<file path="src/rtl/mole_scheduler_if.sv">
`default_nettype none
// ============================================================================
// Module   : mole_scheduler_if
// Purpose  : Groups the game-control, random-stream, button, LED and score
//            signals of the mole scheduler into one bundle.
// Ports    : play, rnd_valid, rnd, hit   -> into the scheduler
//            mole, score, miss,
//            hit_pulse, miss_pulse       <- out of the scheduler
// Modports : master - the driving side (LFSR, buttons, game control)
//            slave  - the scheduler itself
// Revision : 1.0 - initial release
// ============================================================================
interface mole_scheduler_if #(
  parameter int N_MOLES = 9
);
  logic               play;
  logic               rnd_valid;
  logic [3:0]         rnd;
  logic [N_MOLES-1:0] hit;
  logic [N_MOLES-1:0] mole;
  logic [7:0]         score;
  logic [7:0]         miss;
  logic               hit_pulse;
  logic               miss_pulse;

  modport master (
    output play, rnd_valid, rnd, hit,
    input  mole, score, miss, hit_pulse, miss_pulse
  );

  modport slave (
    input  play, rnd_valid, rnd, hit,
    output mole, score, miss, hit_pulse, miss_pulse
  );
endinterface
`default_nettype wire

</file>
<file path="src/rtl/mole_scheduler.sv">
`default_nettype none
// ============================================================================
// Module   : mole_scheduler
// Purpose  : Consumes the 4-bit LFSR stream, maps samples onto a mole index
//            with rejection (out of range or repeat of the previous mole),
//            lights that mole for UP_CYCLES, then keeps it dark for
//            GAP_CYCLES. Rising edges on the lit mole's button count as hits,
//            timeouts count as misses; both tallies saturate at 255.
// Ports    : clock  - system clock, rising edge
//            resetn - asynchronous active-low reset
//            bus    - mole_scheduler_if.slave (play, rnd_valid, rnd, hit in;
//                     mole, score, miss, hit_pulse, miss_pulse out)
// Revision : 1.0 - initial release
// ============================================================================
module mole_scheduler #(
  parameter int N_MOLES    = 9,
  parameter int UP_CYCLES  = 50000000,
  parameter int GAP_CYCLES = 25000000,
  parameter int MAX_RETRY  = 15
) (
  input  wire logic         clock,
  input  wire logic         resetn,
  mole_scheduler_if.slave   bus
);

  // Timer only has to reach the larger of the two phase lengths minus one.
  localparam int c_TMAX = (UP_CYCLES > GAP_CYCLES) ? UP_CYCLES : GAP_CYCLES;
  localparam int c_TW   = (c_TMAX > 2) ? $clog2(c_TMAX) : 1;

  localparam logic [c_TW-1:0] c_UP_LAST  = c_TW'(UP_CYCLES - 1);
  localparam logic [c_TW-1:0] c_GAP_LAST = c_TW'(GAP_CYCLES - 1);
  localparam logic [3:0]      c_RETRY_LAST = 4'(MAX_RETRY - 1);
  localparam logic [3:0]      c_NO_LAST  = 4'hF;
  localparam logic [4:0]      c_NMOLES5  = 5'(N_MOLES);

  typedef enum logic [1:0] {
    S_IDLE = 2'd0,
    S_PICK = 2'd1,
    S_UP   = 2'd2,
    S_GAP  = 2'd3
  } state_t;

  state_t             r_state,  w_state_nxt;
  logic [N_MOLES-1:0] r_mole,   w_mole_nxt;
  logic [7:0]         r_score,  w_score_nxt;
  logic [7:0]         r_miss,   w_miss_nxt;
  logic               r_hit_pulse,  w_hit_pulse_nxt;
  logic               r_miss_pulse, w_miss_pulse_nxt;
  logic [c_TW-1:0]    r_timer,  w_timer_nxt;
  logic [3:0]         r_retry,  w_retry_nxt;
  logic [3:0]         r_last,   w_last_nxt;
  logic [N_MOLES-1:0] r_hit_q;

  logic [N_MOLES-1:0] w_hit_rise;
  logic               w_hit_lit;
  logic [3:0]         w_fallback;
  logic               w_accept;
  logic [3:0]         w_cand;
  logic [N_MOLES-1:0] w_onehot;

  // The button history is refreshed every cycle regardless of state, so a
  // button held across a mole change never produces a new rising edge.
  assign w_hit_rise = bus.hit & ~r_hit_q;

  // Rising edge on the button of the mole that is currently lit.
  always_comb begin
    w_hit_lit = 1'b0;
    for (int i = 0; i < N_MOLES; i++) begin
      if (r_last == 4'(i)) begin
        w_hit_lit = w_hit_rise[i];
      end
    end
  end

  // Forced pick: next index after the previous mole; "no previous" acts as -1.
  always_comb begin
    if (r_last == c_NO_LAST) begin
      w_fallback = 4'd0;
    end else if ({1'b0, r_last} + 5'd1 >= c_NMOLES5) begin
      w_fallback = 4'd0;
    end else begin
      w_fallback = r_last + 4'd1;
    end
  end

  assign w_onehot = {{(N_MOLES-1){1'b0}}, 1'b1} << w_cand;

  // Candidate selection in PICK: a valid in-range non-repeat sample is taken
  // directly; the MAX_RETRY-th rejection takes the fallback instead.
  always_comb begin
    w_accept = 1'b0;
    w_cand   = 4'd0;
    if (r_state == S_PICK && bus.rnd_valid) begin
      if (({1'b0, bus.rnd} < c_NMOLES5) && (bus.rnd != r_last)) begin
        w_accept = 1'b1;
        w_cand   = bus.rnd;
      end else if (r_retry == c_RETRY_LAST) begin
        w_accept = 1'b1;
        w_cand   = w_fallback;
      end
    end
  end

  always_comb begin
    w_state_nxt      = r_state;
    w_mole_nxt       = r_mole;
    w_score_nxt      = r_score;
    w_miss_nxt       = r_miss;
    w_hit_pulse_nxt  = 1'b0;
    w_miss_pulse_nxt = 1'b0;
    w_timer_nxt      = r_timer;
    w_retry_nxt      = r_retry;
    w_last_nxt       = r_last;

    if (!bus.play) begin
      w_state_nxt = S_IDLE;
      w_mole_nxt  = '0;
      w_timer_nxt = '0;
    end else begin
      case (r_state)
        S_IDLE: begin
          w_mole_nxt  = '0;
          w_score_nxt = 8'd0;
          w_miss_nxt  = 8'd0;
          w_retry_nxt = 4'd0;
          w_timer_nxt = '0;
          w_last_nxt  = c_NO_LAST;
          w_state_nxt = S_PICK;
        end

        S_PICK: begin
          w_mole_nxt = '0;
          if (w_accept) begin
            w_mole_nxt  = w_onehot;
            w_last_nxt  = w_cand;
            w_retry_nxt = 4'd0;
            w_timer_nxt = '0;
            w_state_nxt = S_UP;
          end else if (bus.rnd_valid) begin
            w_retry_nxt = r_retry + 4'd1;
          end
        end

        S_UP: begin
          // A hit takes priority over a timeout landing on the same cycle.
          if (w_hit_lit) begin
            w_score_nxt     = (r_score == 8'hFF) ? 8'hFF : r_score + 8'd1;
            w_hit_pulse_nxt = 1'b1;
            w_mole_nxt      = '0;
            w_timer_nxt     = '0;
            w_state_nxt     = S_GAP;
          end else if (r_timer == c_UP_LAST) begin
            w_miss_nxt       = (r_miss == 8'hFF) ? 8'hFF : r_miss + 8'd1;
            w_miss_pulse_nxt = 1'b1;
            w_mole_nxt       = '0;
            w_timer_nxt      = '0;
            w_state_nxt      = S_GAP;
          end else begin
            w_timer_nxt = r_timer + 1'b1;
          end
        end

        S_GAP: begin
          w_mole_nxt = '0;
          if (r_timer == c_GAP_LAST) begin
            w_timer_nxt = '0;
            w_state_nxt = S_PICK;
          end else begin
            w_timer_nxt = r_timer + 1'b1;
          end
        end

        default: begin
          w_mole_nxt  = '0;
          w_timer_nxt = '0;
          w_state_nxt = S_IDLE;
        end
      endcase
    end
  end

  always_ff @(posedge clock or negedge resetn) begin
    if (!resetn) begin
      r_state      <= S_IDLE;
      r_mole       <= '0;
      r_score      <= 8'd0;
      r_miss       <= 8'd0;
      r_hit_pulse  <= 1'b0;
      r_miss_pulse <= 1'b0;
      r_timer      <= '0;
      r_retry      <= 4'd0;
      r_last       <= c_NO_LAST;
      r_hit_q      <= '0;
    end else begin
      r_state      <= w_state_nxt;
      r_mole       <= w_mole_nxt;
      r_score      <= w_score_nxt;
      r_miss       <= w_miss_nxt;
      r_hit_pulse  <= w_hit_pulse_nxt;
      r_miss_pulse <= w_miss_pulse_nxt;
      r_timer      <= w_timer_nxt;
      r_retry      <= w_retry_nxt;
      r_last       <= w_last_nxt;
      r_hit_q      <= bus.hit;
    end
  end

  assign bus.mole       = r_mole;
  assign bus.score      = r_score;
  assign bus.miss       = r_miss;
  assign bus.hit_pulse  = r_hit_pulse;
  assign bus.miss_pulse = r_miss_pulse;

endmodule
`default_nettype wire
</file>
<file path="src/flat_wrapper.sv">
// flat-port wrapper written by rule: the top's interface ports become plain ports
module mole_scheduler_flat 
#(
  parameter int N_MOLES    = 9,
  parameter int UP_CYCLES  = 50000000,
  parameter int GAP_CYCLES = 25000000,
  parameter int MAX_RETRY  = 15
)
  (clock, resetn, bus_play, bus_rnd_valid, bus_rnd, bus_hit, bus_mole, bus_score, bus_miss, bus_hit_pulse, bus_miss_pulse);
  mole_scheduler_if #(.N_MOLES(N_MOLES)) bus_i ();
  input  wire logic clock;
  input  wire logic resetn;
  input wire logic [$bits(bus_i.play)-1:0] bus_play;
  input wire logic [$bits(bus_i.rnd_valid)-1:0] bus_rnd_valid;
  input wire logic [$bits(bus_i.rnd)-1:0] bus_rnd;
  input wire logic [$bits(bus_i.hit)-1:0] bus_hit;
  output wire logic [$bits(bus_i.mole)-1:0] bus_mole;
  output wire logic [$bits(bus_i.score)-1:0] bus_score;
  output wire logic [$bits(bus_i.miss)-1:0] bus_miss;
  output wire logic [$bits(bus_i.hit_pulse)-1:0] bus_hit_pulse;
  output wire logic [$bits(bus_i.miss_pulse)-1:0] bus_miss_pulse;
  assign bus_i.play = bus_play;
  assign bus_i.rnd_valid = bus_rnd_valid;
  assign bus_i.rnd = bus_rnd;
  assign bus_i.hit = bus_hit;
  assign bus_mole = bus_i.mole;
  assign bus_score = bus_i.score;
  assign bus_miss = bus_i.miss;
  assign bus_hit_pulse = bus_i.hit_pulse;
  assign bus_miss_pulse = bus_i.miss_pulse;
  mole_scheduler #(.N_MOLES(N_MOLES), .UP_CYCLES(UP_CYCLES), .GAP_CYCLES(GAP_CYCLES), .MAX_RETRY(MAX_RETRY)) u_core (.clock(clock), .resetn(resetn), .bus(bus_i));
endmodule
</file>
<file path="config.mk">
export PLATFORM = sky130hd
export DESIGN_NAME = mole_scheduler_flat
export DESIGN_NICKNAME = d
export VERILOG_FILES = /design/src/rtl/mole_scheduler_if.sv /design/src/rtl/mole_scheduler.sv /design/src/flat_wrapper.sv
export SDC_FILE = /design/constraint.sdc
export NUM_CORES = 1
export LEC_CHECK = 0
export CORE_MARGIN = 2
export CORE_UTILIZATION = 57
export DETAILED_ROUTE_END_ITERATION = 16
export PLACE_DENSITY = 0.8
export SLEW_MARGIN = 20
export SYNTH_ARGS = -nofsm -noshare
export SYNTH_HDL_FRONTEND = slang
export SYNTH_SLANG_ARGS = --single-unit
</file>
<file path="constraint.sdc">
create_clock -name clock -period 4.1 [get_ports clock]
set_input_delay 0.82 -clock clock [delete_from_list [all_inputs] [get_ports clock]]
set_output_delay 0.82 -clock clock [all_outputs]
set_load 0.005 [all_outputs]
</file>
* Word-level counts from Yosys, hierarchy flattened
Cells that the tools add are included.
** Operators by class
- $add $sub $neg :: 6
- $mul :: 0
- Div/mod/pow operators :: 0
- $lt $le $gt $ge :: 2
- Eq/ne operators :: 26
- Shift-type cells :: 1
- Muxes and demuxes :: 53
- Bitwise logic cells :: 2
- Reduce and logical (&&, ||, !) cells :: 12
** Operator list (number)
- $mux W26 :: 5
- $pmux W26 S4 :: 1
- $mux W8 :: 5
- $mux W9 :: 4
- $mux W4 :: 8
- $pmux W8 S2 :: 2
- $pmux W9 S3 :: 1
- $add A26 B1 Y26 const B :: 1
- $eq A26 B25 Y1 const B :: 1
- $eq A26 B26 Y1 const B :: 1
- $mux W1 :: 19
- $add A8 B1 Y8 const B :: 2
- $eq A4 B3 Y1 const B :: 4
- $eq A8 B8 Y1 const B :: 2
- $pmux W4 S2 :: 2
- $eq A4 B4 Y1 const B :: 3
- $reduce_and A3 Y1 :: 4
- $mux W2 :: 5
- $and A9 B9 Y9 :: 1
- $ne A3 B2 Y1 const B :: 3
- $not A9 Y9 :: 1
- $shl A1 B4 Y9 const A :: 1
- $add A4 B1 Y4 const B :: 2
- $eq A4 B2 Y1 const B :: 2
- 17 further kinds :: 22
** Storage, ports and cells
- Register bits after elaboration :: 72
- Bits in latches :: 0
- RAM bits :: 0
- Bits in read-only memories :: 0
- Bits of input ports :: 17
- Word-level logic and storage cells :: 112
- Memories :: 0

* Longest topological paths before layout
Gate-level depths: netlist (run 1).
- Depth after elaboration :: 14
- Mapped depth :: 11
- Mapped depth without buffers :: 9

* Least setup slack after synthesis (run 1)
No wires, ideal clock.
- Path kind :: register to register
- From :: register u_core.r_last[0]
- To :: register u_core.r_miss[7] (netlist: u_core.bus.miss[7])
- Library setup time :: 0.066 ns
- Data arrival time :: 3.271 ns
- Required time :: 4.034 ns
- Setup slack :: 0.763 ns
- Stages on the path, launching flop included :: 11
- Path buffers :: 2
- Path through :: dfstp_2 > clkbuf_1 > inv_1 > ha_1 > and3b_1 > mux4_2 > o311a_1 > or4_1 > buf_2 > a2111oi_0 > o2bb2a_1
** Between the ends
- Word-level cells in the longest chain between the ends :: 12
** RTL lines
- start: declaration :: RTL line mole_scheduler.sv:51 : logic [3:0] r_last, w_last_nxt;
- start signal: assignment :: RTL line mole_scheduler.sv:192 : r_last <= c_NO_LAST;
- start signal: assignment :: RTL line mole_scheduler.sv:203 : r_last <= w_last_nxt;
- $logic_not A4 Y1 :: RTL line mole_scheduler.sv:69 : if (r_last == 4'(i)) begin
- $mux W1 (8 in a row) :: RTL line mole_scheduler.sv:69
- $mux W1 (*) :: RTL line mole_scheduler.sv:69
- $ne A2 B2 Y1 (no line) (*)
- $reduce_and A4 Y1 (no line) (*)
- end signal: assignment :: RTL line mole_scheduler.sv:198 : r_miss <= w_miss_nxt;
- end: declaration :: RTL line mole_scheduler.sv:46 : logic [7:0] r_miss, w_miss_nxt;
Mark *: on every way between the ends. The rest lies on a longest branch, timed or not.
A chain may end at the register's enable or synchronous reset.

* Worst setup path in the final report (run 1)
Same ends and word-level chain as after synthesis.

==> results.yml, run 1 <==
placed_design:
  dp_worst_setup_slack_ps: 484
  dp_hpwl_um: 7130
  port_buffers: 43
  gp_congestion: 0.849
global_route:
  grt_pass1_vias: 3856
  grt_max_degree: 73
  grt_pass1_wl_um: 18100
  grt.total_usage: 0.267
  grt-ovfl-total: 0
  antenna_found_initial: 0
timing:
  fin_setup_tns_ps: 0
  slew_headroom: 0.407
  finalCritPeriodShare: 0.842
  min_period_ps: 3450
  fin_skew_ps: 10.3
  finalMaxSlewViolations: 0
  tightest_slew_ps: 890
  finalSetupViolCount: 0
  fin_ws_ps: 649
  holdWs_ps: 504
  rsz0062_at_grt: "false"
  fmax_mhz: 290
  finalHoldViolCount: 0
route:
  wirelength_um: 10300
  drc: 0
  via_count: 3888
  ant_nets: 0
  drtPass1Iterations: 5
  drt_iter0_markers: 298
  wl_per_cell_um: 17.4
  vias_per_cell: 6.53
floorplanning:
  start_util: 0.591
  fp.dieW_um: 90.9
  core-area_sq_um: 7290
  die_h_um: 90.9
  io_pins: 44
  dieArea_sq_um: 8270
  num_rows: 31
yosys:
  async_flop_share: 1.00
  syn_inst: 449
  synthFlopType: "dfrtp_1"
  synth.distinct_cells: 70
  synth_edf_count: 0
  seq_area_frac_synth: 0.419
  synth-seq-cells: 72
  synth_warnings: 0
  syn_avg_cell_area_sq_um: 9.59
  synthesis.area_sq_um: 4310
  syn-num-nets: 481
worst_hold_path:
  min_from: "u_core.bus.mole[7]$_DFFE_PN0N_"
  whs_endpoint: "u_core.bus.mole[7]$_DFFE_PN0N_"
  hold_path_depth: 1
  hold_class: "register to register"
setup_path:
  worstPathArrival_ps: 3740
  r2r_end: "u_core.bus.miss[7]$_DFFE_PN0P_"
  rrSetupSlack_ps: 650
  crit_family: "compound AO/OA/AOI/OAI gates"
  worstReg2RegStart: "u_core.r_last[0]$_DFFE_PN1P_"
  crit_fanout: 10
  required_ps: 4390
  critPathMaxStageDelay_ps: 700
  crit_path_top_delay_cell: "or4_1"
  cp_num_buf_inv: 1
  worstSetupEndpointType: "register"
  start_kind: "register"
  crit_chain: "inv_1 -> ha_1 -> and3b_1 -> mux4_2 -> o311a_1 -> or4_1 -> a2111oi_0 -> o2bb2a_1"
  crit_type: "register to register"
  ff2ff_path_depth: 8
finish:
  syn2layout_area_growth_pct: 16.4
  antenna_cells: 0
  utilization: 0.687
  fill_cells: 589
  nNetsFinal: 523
  drive_gt1_frac: 0.0827
clocking:
  cts_buffers: 9
  cts_root_buf: "clkbuf_8"
  clockBufferDepth: 2
  htree_levels: 3
  cts_tree: "done"
  cts_resized: 0
  numClockSinks: 72
  path_clk_slew_ps: 70
  clk_latency_ps: 360
  cts_post_setup_buffers_inserted: 0
  hold_buffers: 0
status:
  outcome: "finished, final reports clean"
power:
  cellLeakagePower_uw: 0.00216
  ir_drop_mv: 0.221
  powerDensity_nw_per_um2: 393
flow_run:
  drv_cap: 0
==> final cells by class <==
| type | instances | area [sq um] | share of cell area |
|---|---|---|---|
| Inverter | 19 | 71.3 | 0.0142 |
| Sequential cell | 72 | 1810 | 0.360 |
| Clock inverter | 3 | 40.0 | 0.00799 |
| Tap cell | 99 | 124 | 0.0247 |
| Clock buffer | 13 | 169 | 0.0337 |
| Multi-Input combinational cell | 340 | 2330 | 0.465 |
| Timing Repair Buffer | 49 | 470 | 0.0939 |
==> cell usage in the layout (no fill, tap or decap), types with 15 or more instances in the layout <==
cell,instances
a22o_1,22
and3_1,15
clkdlybuf4s50_1,42
dfrtp_1,68
ha_1,15
inv_1,19
nand2_1,31
nand3_1,27
nor2_1,31
nor2b_1,16
o31ai_1,17
==> logic make-up after synthesis <==
group | synth area share
muxes | 0.0200
xor gates and xnor gates | 0.0163
DFF | 0.419
and+or+nand+nor | 0.233
adders and majority gates | 0.0436
buffers and inverters | 0.0395
AOI/OAI and AO/OA | 0.228
==> worst reg2reg max path, stage by stage (launching register included) <==
cell	delay, ps
dfstp_2	660
inv_1	150
ha_1	270
and3b_1	190
mux4_2	470
o311a_1	360
or4_1	700
a2111oi_0	400
o2bb2a_1	200
==> cells in the mapped netlist (2+ instances only) <==
| library cell | count | area share |
|---|---|---|
| dfrtp_1 | 68 | 0.40 |
| nand2_1 | 31 | 0.027 |
| nor2_1 | 31 | 0.027 |
| nand3_1 | 27 | 0.031 |
| a22o_1 | 22 | 0.045 |
| inv_1 | 19 | 0.017 |
| o31ai_1 | 17 | 0.030 |
| nor2b_1 | 16 | 0.023 |
| and3_1 | 15 | 0.022 |
| ha_1 | 15 | 0.044 |
| o21ai_0 | 13 | 0.015 |
| clkbuf_1 | 12 | 0.010 |
| nor4_1 | 12 | 0.017 |
| nor3_1 | 11 | 0.013 |
| a21oi_1 | 10 | 0.012 |
| nand2b_1 | 9 | 0.013 |
| nand4_1 | 9 | 0.013 |
| a31oi_1 | 7 | 0.010 |
| a32o_1 | 7 | 0.016 |
| a21o_1 | 6 | 0.010 |
| xor2_1 | 5 | 0.010 |
| a221o_1 | 4 | 0.0093 |
| buf_6 | 4 | 0.010 |
| dfstp_2 | 4 | 0.024 |
| a211oi_1 | 3 | 0.0052 |
| and3b_1 | 3 | 0.0061 |
| mux2_2 | 3 | 0.0078 |
| mux2i_1 | 3 | 0.0070 |
| nor4b_1 | 3 | 0.0061 |
| o211ai_1 | 3 | 0.0052 |
| o22a_1 | 3 | 0.0061 |
| o2bb2a_1 | 3 | 0.0070 |
| o32ai_1 | 3 | 0.0061 |
| or4_1 | 3 | 0.0052 |
| xnor2_1 | 3 | 0.0061 |
| a2bb2oi_1 | 2 | 0.0041 |
| and2_1 | 2 | 0.0029 |
| nand4b_1 | 2 | 0.0041 |
| o21a_1 | 2 | 0.0035 |
| o22ai_1 | 2 | 0.0029 |
| or2_2 | 2 | 0.0029 |
| or3b_2 | 2 | 0.0041 |
==> state kept, by name (all words and copies together), names as in the netlist <==
signal	count
u_core.bus.miss	8
u_core.r_timer	26
u_core.bus.miss_pulse	1
u_core.r_last	4
u_core.r_retry	4
u_core.r_state	2
u_core.r_hit_q	9
u_core.bus.score	8
u_core.bus.hit_pulse	1
u_core.bus.mole	9
==> power breakdown <==
| group | switching [uW] | internal (uW) | total [uW] |
|---|---|---|---|
| Combinational | 337 | 216 | 553 |
| Sequential | 70.7 | 758 | 829 |
| Clock | 261 | 329 | 590 |
| Total | 669 | 1300 | 1970 |
==> per-stage QoR <==
step | total power, uW | cells | instance area, sq um
final | 1970 | 595 | 5010
after CTS | 1970 | 595 | 5010
after detailed placement | 1380 | 579 | 4800
after floorplan | 1240 | 449 | 4310
after global placement | 1360 | 579 | 4800
after global routing | 2080 | 595 | 5010
==> worst max-delay path by stage <==
stage,from,endpoint,slack [ps],depth (start not counted)
global placement,bus_hit[4],u_core.bus.miss[7]$_DFFE_PN0P_,550,7
finish,u_core.r_last[0]$_DFFE_PN1P_,u_core.bus.miss[7]$_DFFE_PN0P_,650,8
floorplan,u_core.r_last[0]$_DFFE_PN1P_,u_core.bus.miss[7]$_DFFE_PN0P_,760,10
global route,u_core.r_last[0]$_DFFE_PN1P_,u_core.bus.miss[7]$_DFFE_PN0P_,400,8
detailed placement,bus_hit[4],u_core.bus.miss[7]$_DFFE_PN0P_,480,7
CTS,u_core.r_last[0]$_DFFE_PN1P_,u_core.bus.miss[7]$_DFFE_PN0P_,650,8
==> per-layer routing <==
layer / GRT usage / part of all wire / up-vias
li1: - / - / 1806
met1: 0.345 / 0.43 / 1946
met2: 0.447 / 0.50 / 118
met3: 0.0573 / 0.050 / 18
met4: 0.0896 / 0.016 / 0
met5: 0 / 0 / -
Note: power is estimated with default switching activity, not from simulation.
==> inputs of run 2 (changes only) <==
==> constraint.sdc (replaced) <==
create_clock -name clock -period 3.58 [get_ports clock]
set_input_delay 0.716 -clock clock [delete_from_list [all_inputs] [get_ports clock]]
set_output_delay 0.716 -clock clock [all_outputs]
set_load 0.005 [all_outputs]
==> results.yml, run 2 (synthesis results as in run 1) <==
floorplanning:
  io_pins: 44
  dieArea_sq_um: 8270
  core-area_sq_um: 7290
  die_h_um: 90.9
  fp.dieW_um: 90.9
  start_util: 0.591
  num_rows: 31
route:
  vias_per_cell: 6.32
  ant_nets: 0
  wirelength_um: 10200
  drtPass1Iterations: 5
  drt_iter0_markers: 239
  drc: 0
  via_count: 3790
  wl_per_cell_um: 16.9
worst_hold_path:
  hold_class: "register to register"
timing:
  finalSetupViolCount: 0
  min_period_ps: 3360
  finalCritPeriodShare: 0.938
  fmax_mhz: 298
  tightest_slew_ps: 903
  finalHoldViolCount: 0
  fin_ws_ps: 223
  finalMaxSlewViolations: 0
  slew_headroom: 0.398
  rsz0062_at_grt: "false"
  fin_skew_ps: 13.3
placed_design:
  dp_worst_setup_slack_ps: -26.0
  dp_hpwl_um: 7150
  place_inst: 584
  gp_congestion: 0.890
  port_buffers: 43
clocking:
  numClockSinks: 72
  cts_post_setup_buffers_inserted: 0
  clockBufferDepth: 2
  htree_levels: 3
  cts_buffers: 9
  path_clk_slew_ps: 80
  clk_latency_ps: 350
  cts_root_buf: "clkbuf_8"
  cts_tree: "done"
finish:
  layout_common_cells: "dfrtp_1 (68), clkdlybuf4s50_1 (42), nor2_1 (31), nand2_1 (31), nand3_1 (27)"
  antenna_cells: 0
  nNetsFinal: 528
  final_common_cell: "dfrtp_1"
  largest_reg_flops: 26
  drive_gt1_frac: 0.0938
  fin_cells: 600
  syn2layout_area_growth_pct: 18.0
  regMostFlops: "u_core.r_timer"
  fill_cells: 571
setup_path:
  start_kind: "register"
  crit_type: "register to register"
  crit_fanout: 10
  worstPathArrival_ps: 3650
  required_ps: 3870
  worstSetupEndpointType: "register"
power:
  ir_drop_mv: 0.227
  powerDensity_nw_per_um2: 461
  cellLeakagePower_uw: 0.00219
global_route:
  grt-ovfl-total: 0
  grt.total_usage: 0.257
  antenna_found_initial: 0
  grt_pass1_vias: 3537
  grt_max_degree: 73
  grt_pass1_wl_um: 17400
status:
  outcome: "finished, final reports clean"
flow_run:
  drv_cap: 0
[run 2: metal layers]
layer	track usage	vias up	share of wire
met2	0.409	121	0.48
li1	-	1808	-
met3	0.0473	27	0.048
met1	0.354	1834	0.45
met4	0.0909	0	0.020
met5	0	-	0
[run 2: layout make-up]
class | instances | area, sq um | share of cell area
timing repair buffer | 54 | 508 | 0.100
clock buffer | 12 | 155 | 0.0305
sequential | 72 | 1810 | 0.355
clock inverter | 4 | 76.3 | 0.0150
multi-input combinational | 340 | 2340 | 0.461
inverter | 19 | 71.3 | 0.0140
tap | 99 | 124 | 0.0244
[run 2: stage by stage]
| stage | hold WS (ps) | power [uW] | area [sq um] | util | TNS (ps) |
|---|---|---|---|---|---|
| 2_1_floorplan | 420 | 1420 | 4310 | - | 0 |
| 3_3_place_gp | 461 | 1580 | 4840 | 0.664 | 0 |
| 3_5_place_dp | 466 | 1600 | 4840 | 0.664 | -51.3 |
| 4_1_cts | 485 | 2350 | 5070 | 0.696 | 0 |
| 5_1_grt | 515 | 2480 | 5080 | 0.697 | 0 |
| 6_report | 482 | 2340 | 5080 | 0.697 | 0 |
[run 2: critical path: stages (launching register included)]
cell and delay (ps):
dfstp_2 650, inv_1 140, ha_1 280, and3b_1 200
mux4_2 490, o311a_1 360, or4_4 590, a2111oi_0 370
o2bb2a_1 210
[run 2: path summary, 6_finish.rpt]
check / from / endpoint / slack [ps] / depth (start not counted)
max in group asynchronous: resetn / u_core.r_timer[13]$_DFFE_PN0P_ / 2410 / 2
worst min register to register: u_core.bus.mole[8]$_DFFE_PN0N_ / u_core.bus.mole[8]$_DFFE_PN0N_ / 480 / 1
worst max register to register: u_core.r_last[0]$_DFFE_PN1P_ / u_core.bus.miss[7]$_DFFE_PN0P_ / 220 / 8
worst min-delay path: u_core.bus.mole[8]$_DFFE_PN0N_ / u_core.bus.mole[8]$_DFFE_PN0N_ / 480 / 1
min in group asynchronous: resetn / u_core.bus.mole[0]$_DFFE_PN0N_ / 550 / 2
worst max-delay path: u_core.r_last[0]$_DFFE_PN1P_ / u_core.bus.miss[7]$_DFFE_PN0P_ / 220 / 8
[run 2: power by group]
part / total, uW / internal [uW] / leakage (uW) / switching [uW]
Combinational: 650 / 260 / 0.00111 / 390
Clock: 747 / 433 / 0.000113 / 314
Sequential: 947 / 868 / 0.000969 / 78.8
[run 2: what timing repair did]
item / CTS / global route
gates resized for setup: 0 / 2
hold buffers: 0 / 0
setup endpoints to repair: 0 / 14
